===== config.mk =====
export PLATFORM = sky130hd
export DESIGN_NAME = eth_mac_tx_cfg_flat
export DESIGN_NICKNAME = d
export VERILOG_FILES = /design/src/rtl/eth_mac_tx_cfg_if.sv /design/src/rtl/eth_mac_tx_cfg.sv /design/src/flat_wrapper.sv
export SDC_FILE = /design/constraint.sdc
export NUM_CORES = 1
export LEC_CHECK = 0
export ABC_AREA = 1
export CAP_MARGIN = 30
export CELL_PAD_IN_SITES_DETAIL_PLACEMENT = 0
export CELL_PAD_IN_SITES_GLOBAL_PLACEMENT = 2
export CORE_ASPECT_RATIO = 1.75
export CORE_UTILIZATION = 36
export DETAILED_ROUTE_END_ITERATION = 16
export GPL_TIMING_DRIVEN = 0
export HOLD_SLACK_MARGIN = 0.06
export PLACE_DENSITY = 0.9
export SETUP_SLACK_MARGIN = 0.15
export SYNTH_ARGS = -nofsm -noshare
export SYNTH_HDL_FRONTEND = slang
export SYNTH_SLANG_ARGS = --single-unit

===== constraint.sdc =====
create_clock -name clk -period 3.3 [get_ports clk]
set_clock_uncertainty 0.15 [all_clocks]
set_input_delay 0.33 -clock clk [delete_from_list [all_inputs] [get_ports clk]]
set_output_delay 0.33 -clock clk [all_outputs]
set_load 0.01 [all_outputs]

===== src/rtl/eth_mac_tx_cfg_if.sv =====
// AXI-Stream byte channel that feeds the MAC transmit engine.
interface eth_mac_tx_cfg_if;
    logic [7:0] tdata;
    logic       tvalid;
    logic       tlast;
    logic       tuser;
    logic       tready;

    modport master (
        output tdata, tvalid, tlast, tuser,
        input  tready
    );

    modport slave (
        input  tdata, tvalid, tlast, tuser,
        output tready
    );
endinterface


===== src/rtl/eth_mac_tx_cfg.sv =====
// Ethernet MAC transmit engine: AXI-Stream bytes to GMII with preamble,
// padding, FCS, inter-frame gap, abort on underrun/truncation and counters.
module eth_mac_tx_cfg #(
    parameter int MIN_FRAME_LEN = 60,
    parameter int MAX_FRAME_LEN = 1514,
    parameter int IFG_BYTES     = 12,
    parameter int ENABLE_PAD    = 1,
    parameter int ENABLE_FCS    = 1,
    parameter int CNT_WIDTH     = 16
) (
    input  logic                 clk,
    input  logic                 rst_n,
    eth_mac_tx_cfg_if.slave      s_axis,
    output logic [7:0]           gmii_txd,
    output logic                 gmii_tx_en,
    output logic                 gmii_tx_er,
    output logic                 tx_busy,
    output logic [CNT_WIDTH-1:0] tx_frame_count,
    output logic [CNT_WIDTH-1:0] tx_error_count
);

    typedef enum logic [2:0] {
        IDLE, PREAMBLE, SFD, DATA, PAD, FCS, DRAIN, IFG
    } state_t;

    // The IDLE sampling cycle is itself one low cycle of the gap,
    // so the IFG state only covers the remaining IFG_BYTES-1 cycles.
    localparam state_t      END_ST   = (IFG_BYTES > 1) ? IFG : IDLE;
    localparam logic [15:0] IFG_LAST = 16'((IFG_BYTES > 1) ? IFG_BYTES - 2 : 0);
    localparam logic [15:0] MIN_LEN  = 16'(MIN_FRAME_LEN);
    localparam logic [15:0] MAX_LEN  = 16'(MAX_FRAME_LEN);

    state_t      state, state_nx;
    logic [15:0] byte_cnt, byte_cnt_nx, byte_inc, cnt;
    logic [31:0] crc, crc_nx, fcs;
    logic        bad, bad_nx, done;
    logic [7:0]  txd_nx;
    logic        en_nx, er_nx;

    function automatic logic [31:0] crc_byte(
        input logic [31:0] c,
        input logic [7:0]  d
    );
        logic [31:0] r;
        r = c;
        for (int i = 0; i < 8; i++) begin
            if (r[0] ^ d[i]) r = (r >> 1) ^ 32'hEDB8_8320;
            else             r = r >> 1;
        end
        return r;
    endfunction

    assign s_axis.tready = (state == DATA) || (state == DRAIN);
    assign byte_inc      = byte_cnt + 16'd1;
    assign fcs           = ~crc;

    always_comb begin
        state_nx    = state;
        byte_cnt_nx = byte_cnt;
        crc_nx      = crc;
        bad_nx      = bad;
        done        = 1'b0;
        txd_nx      = 8'h00;
        en_nx       = 1'b0;
        er_nx       = 1'b0;
        unique case (state)
            IDLE: begin
                byte_cnt_nx = '0;
                bad_nx      = 1'b0;
                if (s_axis.tvalid) state_nx = PREAMBLE;
            end
            PREAMBLE: begin
                txd_nx = 8'h55;
                en_nx  = 1'b1;
                if (cnt == 16'd6) state_nx = SFD;
            end
            SFD: begin
                txd_nx   = 8'hD5;
                en_nx    = 1'b1;
                crc_nx   = '1;
                state_nx = DATA;
            end
            DATA: begin
                en_nx = 1'b1;
                if (!s_axis.tvalid) begin
                    er_nx    = 1'b1;
                    bad_nx   = 1'b1;
                    state_nx = DRAIN;
                end else begin
                    txd_nx      = s_axis.tdata;
                    er_nx       = s_axis.tuser;
                    bad_nx      = bad | s_axis.tuser;
                    crc_nx      = crc_byte(crc, s_axis.tdata);
                    byte_cnt_nx = byte_inc;
                    if (byte_cnt == MAX_LEN) begin
                        er_nx  = 1'b1;
                        bad_nx = 1'b1;
                        if (s_axis.tlast) begin
                            state_nx = END_ST;
                            done     = 1'b1;
                        end else begin
                            state_nx = DRAIN;
                        end
                    end else if (s_axis.tlast) begin
                        if (ENABLE_PAD != 0 && byte_inc < MIN_LEN) begin
                            state_nx = PAD;
                        end else if (ENABLE_FCS != 0) begin
                            state_nx = FCS;
                        end else begin
                            state_nx = END_ST;
                            done     = 1'b1;
                        end
                    end
                end
            end
            PAD: begin
                en_nx       = 1'b1;
                crc_nx      = crc_byte(crc, 8'h00);
                byte_cnt_nx = byte_inc;
                if (byte_inc == MIN_LEN) begin
                    if (ENABLE_FCS != 0) begin
                        state_nx = FCS;
                    end else begin
                        state_nx = END_ST;
                        done     = 1'b1;
                    end
                end
            end
            FCS: begin
                txd_nx = fcs[{cnt[1:0], 3'b000} +: 8];
                en_nx  = 1'b1;
                if (cnt == 16'd3) begin
                    state_nx = END_ST;
                    done     = 1'b1;
                end
            end
            DRAIN: begin
                if (s_axis.tvalid && s_axis.tlast) begin
                    state_nx = END_ST;
                    done     = 1'b1;
                end
            end
            IFG: begin
                if (cnt == IFG_LAST) state_nx = IDLE;
            end
        endcase
    end

    always_ff @(posedge clk or negedge rst_n) begin
        if (!rst_n) begin
            state          <= IDLE;
            cnt            <= '0;
            byte_cnt       <= '0;
            crc            <= '1;
            bad            <= 1'b0;
            gmii_txd       <= 8'h00;
            gmii_tx_en     <= 1'b0;
            gmii_tx_er     <= 1'b0;
            tx_busy        <= 1'b0;
            tx_frame_count <= '0;
            tx_error_count <= '0;
        end else begin
            state      <= state_nx;
            cnt        <= (state_nx != state) ? 16'd0 : cnt + 16'd1;
            byte_cnt   <= byte_cnt_nx;
            crc        <= crc_nx;
            bad        <= bad_nx;
            gmii_txd   <= txd_nx;
            gmii_tx_en <= en_nx;
            gmii_tx_er <= er_nx;
            tx_busy    <= (state != IDLE);
            if (done) begin
                if (bad_nx) tx_error_count <= tx_error_count + CNT_WIDTH'(1);
                else        tx_frame_count <= tx_frame_count + CNT_WIDTH'(1);
            end
        end
    end

endmodule


===== src/flat_wrapper.sv =====
// flat-port wrapper written by rule: the top's interface ports become plain ports
module eth_mac_tx_cfg_flat 
#(
    parameter int MIN_FRAME_LEN = 60,
    parameter int MAX_FRAME_LEN = 1514,
    parameter int IFG_BYTES     = 12,
    parameter int ENABLE_PAD    = 1,
    parameter int ENABLE_FCS    = 1,
    parameter int CNT_WIDTH     = 16
)
  (clk, rst_n, gmii_txd, gmii_tx_en, gmii_tx_er, tx_busy, tx_frame_count, tx_error_count, s_axis_tdata, s_axis_tvalid, s_axis_tlast, s_axis_tuser, s_axis_tready);
  eth_mac_tx_cfg_if s_axis_i ();
  input  logic clk;
  input  logic rst_n;
  output logic [7:0] gmii_txd;
  output logic gmii_tx_en;
  output logic gmii_tx_er;
  output logic tx_busy;
  output logic [CNT_WIDTH-1:0] tx_frame_count;
  output logic [CNT_WIDTH-1:0] tx_error_count;
  input wire logic [$bits(s_axis_i.tdata)-1:0] s_axis_tdata;
  input wire logic [$bits(s_axis_i.tvalid)-1:0] s_axis_tvalid;
  input wire logic [$bits(s_axis_i.tlast)-1:0] s_axis_tlast;
  input wire logic [$bits(s_axis_i.tuser)-1:0] s_axis_tuser;
  output wire logic [$bits(s_axis_i.tready)-1:0] s_axis_tready;
  assign s_axis_i.tdata = s_axis_tdata;
  assign s_axis_i.tvalid = s_axis_tvalid;
  assign s_axis_i.tlast = s_axis_tlast;
  assign s_axis_i.tuser = s_axis_tuser;
  assign s_axis_tready = s_axis_i.tready;
  eth_mac_tx_cfg #(.MIN_FRAME_LEN(MIN_FRAME_LEN), .MAX_FRAME_LEN(MAX_FRAME_LEN), .IFG_BYTES(IFG_BYTES), .ENABLE_PAD(ENABLE_PAD), .ENABLE_FCS(ENABLE_FCS), .CNT_WIDTH(CNT_WIDTH)) u_core (.clk(clk), .rst_n(rst_n), .s_axis(s_axis_i), .gmii_txd(gmii_txd), .gmii_tx_en(gmii_tx_en), .gmii_tx_er(gmii_tx_er), .tx_busy(tx_busy), .tx_frame_count(tx_frame_count), .tx_error_count(tx_error_count));
endmodule

==> out/metrics.cfg <==
[route]
drtPass1Iterations = 5
via_per_inst = 5.09
first_iter_violations = 407
routedWlPerCell_um = 17.9
drc = 0
via_count = 6924
ant_nets = 0
wl_mm = 24.3

[final_layout]
antenna_cells = 0
layout.nets = 1082
final_cell_mix = nand2_1, inv_1, nor2_1, xor2_1, dfrtp_1
drive_above_1_share_pct = 14.5
stdcell_area_mm2 = 0.00912
syn_to_final_growth_pct = 16.2
final_common_cell = nand2_1

[yosys]
syn_inst = 994
synthTopCellsByArea = dfrtp_1, dfstp_2, nand2_1, xor2_1, xnor2_1
syn_area_mm2 = 0.00785
synth_cell_types = 53
ys_ff_latch = 111
ys_async_sr_fraction_pct = 100
ys.flop_type = dfrtp_1
yosys.area.top_type = dfrtp_1
syn_area_per_cell_um2 = 7.90
synth_top_area_share_pct = 25.2
synth_edf_count = 0
syn_nets = 1014
seq_area_frac_synth_pct = 35.9
ys_warn_count = 0

[sta]
fin_crit_ns = 3.00
clock.fmax_mhz = 333
rsz0062_at_grt = no
tightest_slew_ns = 0.778
slew_headroom_pct = 48.1
setup_viol = 0
whs_ns = 0.231
fin_crit_sh_pct = 91.0
final_max_slew_viol_count = 0
hold_viol = 0
finalSetupTns_ns = 0

[outcome]
status = finished, final reports clean

[job]
drv_cap = 0

[critical_path]
path_cells = nand2_2 -> nor2_2 -> inv_2 -> clkbuf_1 -> nand2_1 -> clkdlybuf4s50_1
critical-path-top-delay-family = buffers and inverters
r2r_start = u_core.cnt[0]$_DFF_PN0_
max_stage_delay_ns = 0.61
reg2reg_slack_ns = 0.60
rr_endpoint = u_core.cnt[6]$_DFF_PN0_
worstPathMaxFanout = 10
reg2reg_depth = 12
crit_path_start_kind = flop
cp_num_cells = 6
cp_slowest_cell = clkbuf_1
critPathBufInv = 3
endpoint_kind = primary output
worstPathRequired_ns = 2.82
crit_arrival_ns = 2.52
crit_type = reg -> out
crit_start = u_core.state[1]$_DFF_PN0_

[worst_hold_path]
hold_path.class = in -> async

[floorplan]
ios = 57
die_w_um = 114
die_y_um = 197
coreArea_mm2 = 0.0214
fp-row-count = 71
start_util_pct = 36.7
dieArea_mm2 = 0.0224

[power]
swShare_pct = 50.0
combPwrFrac_pct = 64.1
p_per_area_mw_per_mm2 = 1030
power_w = 0.00942
power_leakage_nw = 3.84
internal-power_w = 0.00471
clockPowerShare_pct = 12.6
p_switching_w = 0.00471
power_frac_seq_pct = 23.3
max-vdd-ir-drop_uv = 492

[global_routing]
grt_util_all_layers_pct = 22.9
grt_pass1_vias = 7032
antenna_found_initial = 0
grt_pass1_wl_mm = 38.5
grt-ovfl-total = 0
grt_max_degree = 89

[clocking]
clk_pin_slew_ns = 0.08
numCtsBuffers = 9
clockBufferDepth = 2
htree_levels = 3
clk-insertion-delay-late_ns = 0.38
cts.sinks = 111
cts_tree = done
cts.root.buffer_cell = clkbuf_16

[place]
gpl.final_weighted_congestion = 0.928
dp_hpwl_mm = 18.4
placed_area_mm2 = 0.00880
portBuffers = 56

[worst max path at each step]
| stage | end |
|---|---|
| floorplan | u_core.cnt[10]$_DFF_PN0_ |
| global placement | u_core.gmii_txd[3]$_DFF_PN0_ |
| detailed placement | u_core.cnt[6]$_DFF_PN0_ |
| CTS | s_axis_tready |
| global route | s_axis_tready |
| finish | s_axis_tready |
[registers in the layout (all words and copies together) (netlist names)]
| register | cells |
|---|---|
| u_core.crc | 32 |
| u_core.tx_busy | 1 |
| u_core.byte_cnt | 16 |
| u_core.gmii_txd | 8 |
| u_core.tx_error_count | 16 |
| u_core.state | 3 |
| u_core.gmii_tx_en | 1 |
| u_core.gmii_tx_er | 1 |
| u_core.bad | 1 |
| u_core.cnt | 16 |
| u_core.tx_frame_count | 16 |
[metal layers]
metal / up-vias / global-route usage [%] / routed length (um)
met4: 0 / 12.6 / 1180
met1: 3339 / 24.2 / 9250
met3: 64 / 3.19 / 795
met5: - / 0 / 0
met2: 171 / 43.0 / 13100
li1: 3350 / - / -
[power groups by stage]
stage | sequential (W) | combinational, W | clock [W]
floorplan | 0.00219 | 0.00430 | 0
global route | 0.00224 | 0.00656 | 0.00126
detailed placement | 0.00222 | 0.00598 | 0
CTS | 0.00219 | 0.00601 | 0.00121
finish | 0.00220 | 0.00604 | 0.00118
global placement | 0.00222 | 0.00595 | 0
[logic make-up (layout without fill, tap and decap cells)]
family,count (synthesis),in the layout,synth area share (%)
AND/OR/NAND/NOR,436,436,26.0
AO/OA/AOI/OAI,154,154,11.7
flip-flops,111,111,35.9
adder cells (fa/ha/maj),7,7,1.12
buffers and inverters,139,212,7.51
XOR/XNOR,147,147,17.8
[per-stage QoR]
stage	std cells	setup WS, ns	utilization, %
6_report	1359	0.298	42.6
5_1_grt	1359	0.225	42.6
4_1_cts	1359	0.307	42.6
3_5_place_dp	1343	0.138	41.1
3_3_place_gp	1342	-3.13	41.0
2_1_floorplan	994	0.906	-
[worst register-to-register path, cell delays in order (launching register included)]
cell and delay [ns]:
dfrtp_1 0.42, buf_2 0.21, inv_2 0.32, ha_1 0.22, inv_1 0.05, nor3_1 0.16
nand3_1 0.15, a21boi_1 0.16, nand3_1 0.12, a21oi_1 0.26, nand2_4 0.14, buf_12 0.19
nor2_4 0.08
[synthesized netlist by cell type (all sizes together), types with 4 or more instances]
library cell and number:
nand2 212, inv 107, nor2 107, xor2 92, dfrtp 79, nand3 61, o21ai 55, xnor2 55
a21oi 44, dfstp 32, buf 22, nand4 18, nor3 18, o22ai 15, or2 14, a32oi 10
clkbuf 9, ha 7, a31oi 6, a22oi 5, a211oi 4
[what timing repair did]
action                                  4_1_cts  5_1_grt
buffers inserted                              0        0
resized for setup                             0        0
endpoints found under the setup margin       10        0
endpoints found under the hold margin        23        0
hold buffers                                  1        0
[layout make-up]
type | count | area (um^2)
Buffer | 30 | 180
Clock buffer | 10 | 239
Clock inverter | 6 | 70.1
Fill cell | 2236 | 12300
Inverter | 108 | 405
Multi-Input combinational cell | 744 | 4440
Sequential cell | 111 | 2820
Tap cell | 292 | 365
Timing Repair Buffer | 58 | 599
No activity file was read; power rests on OpenSTA's default activity.
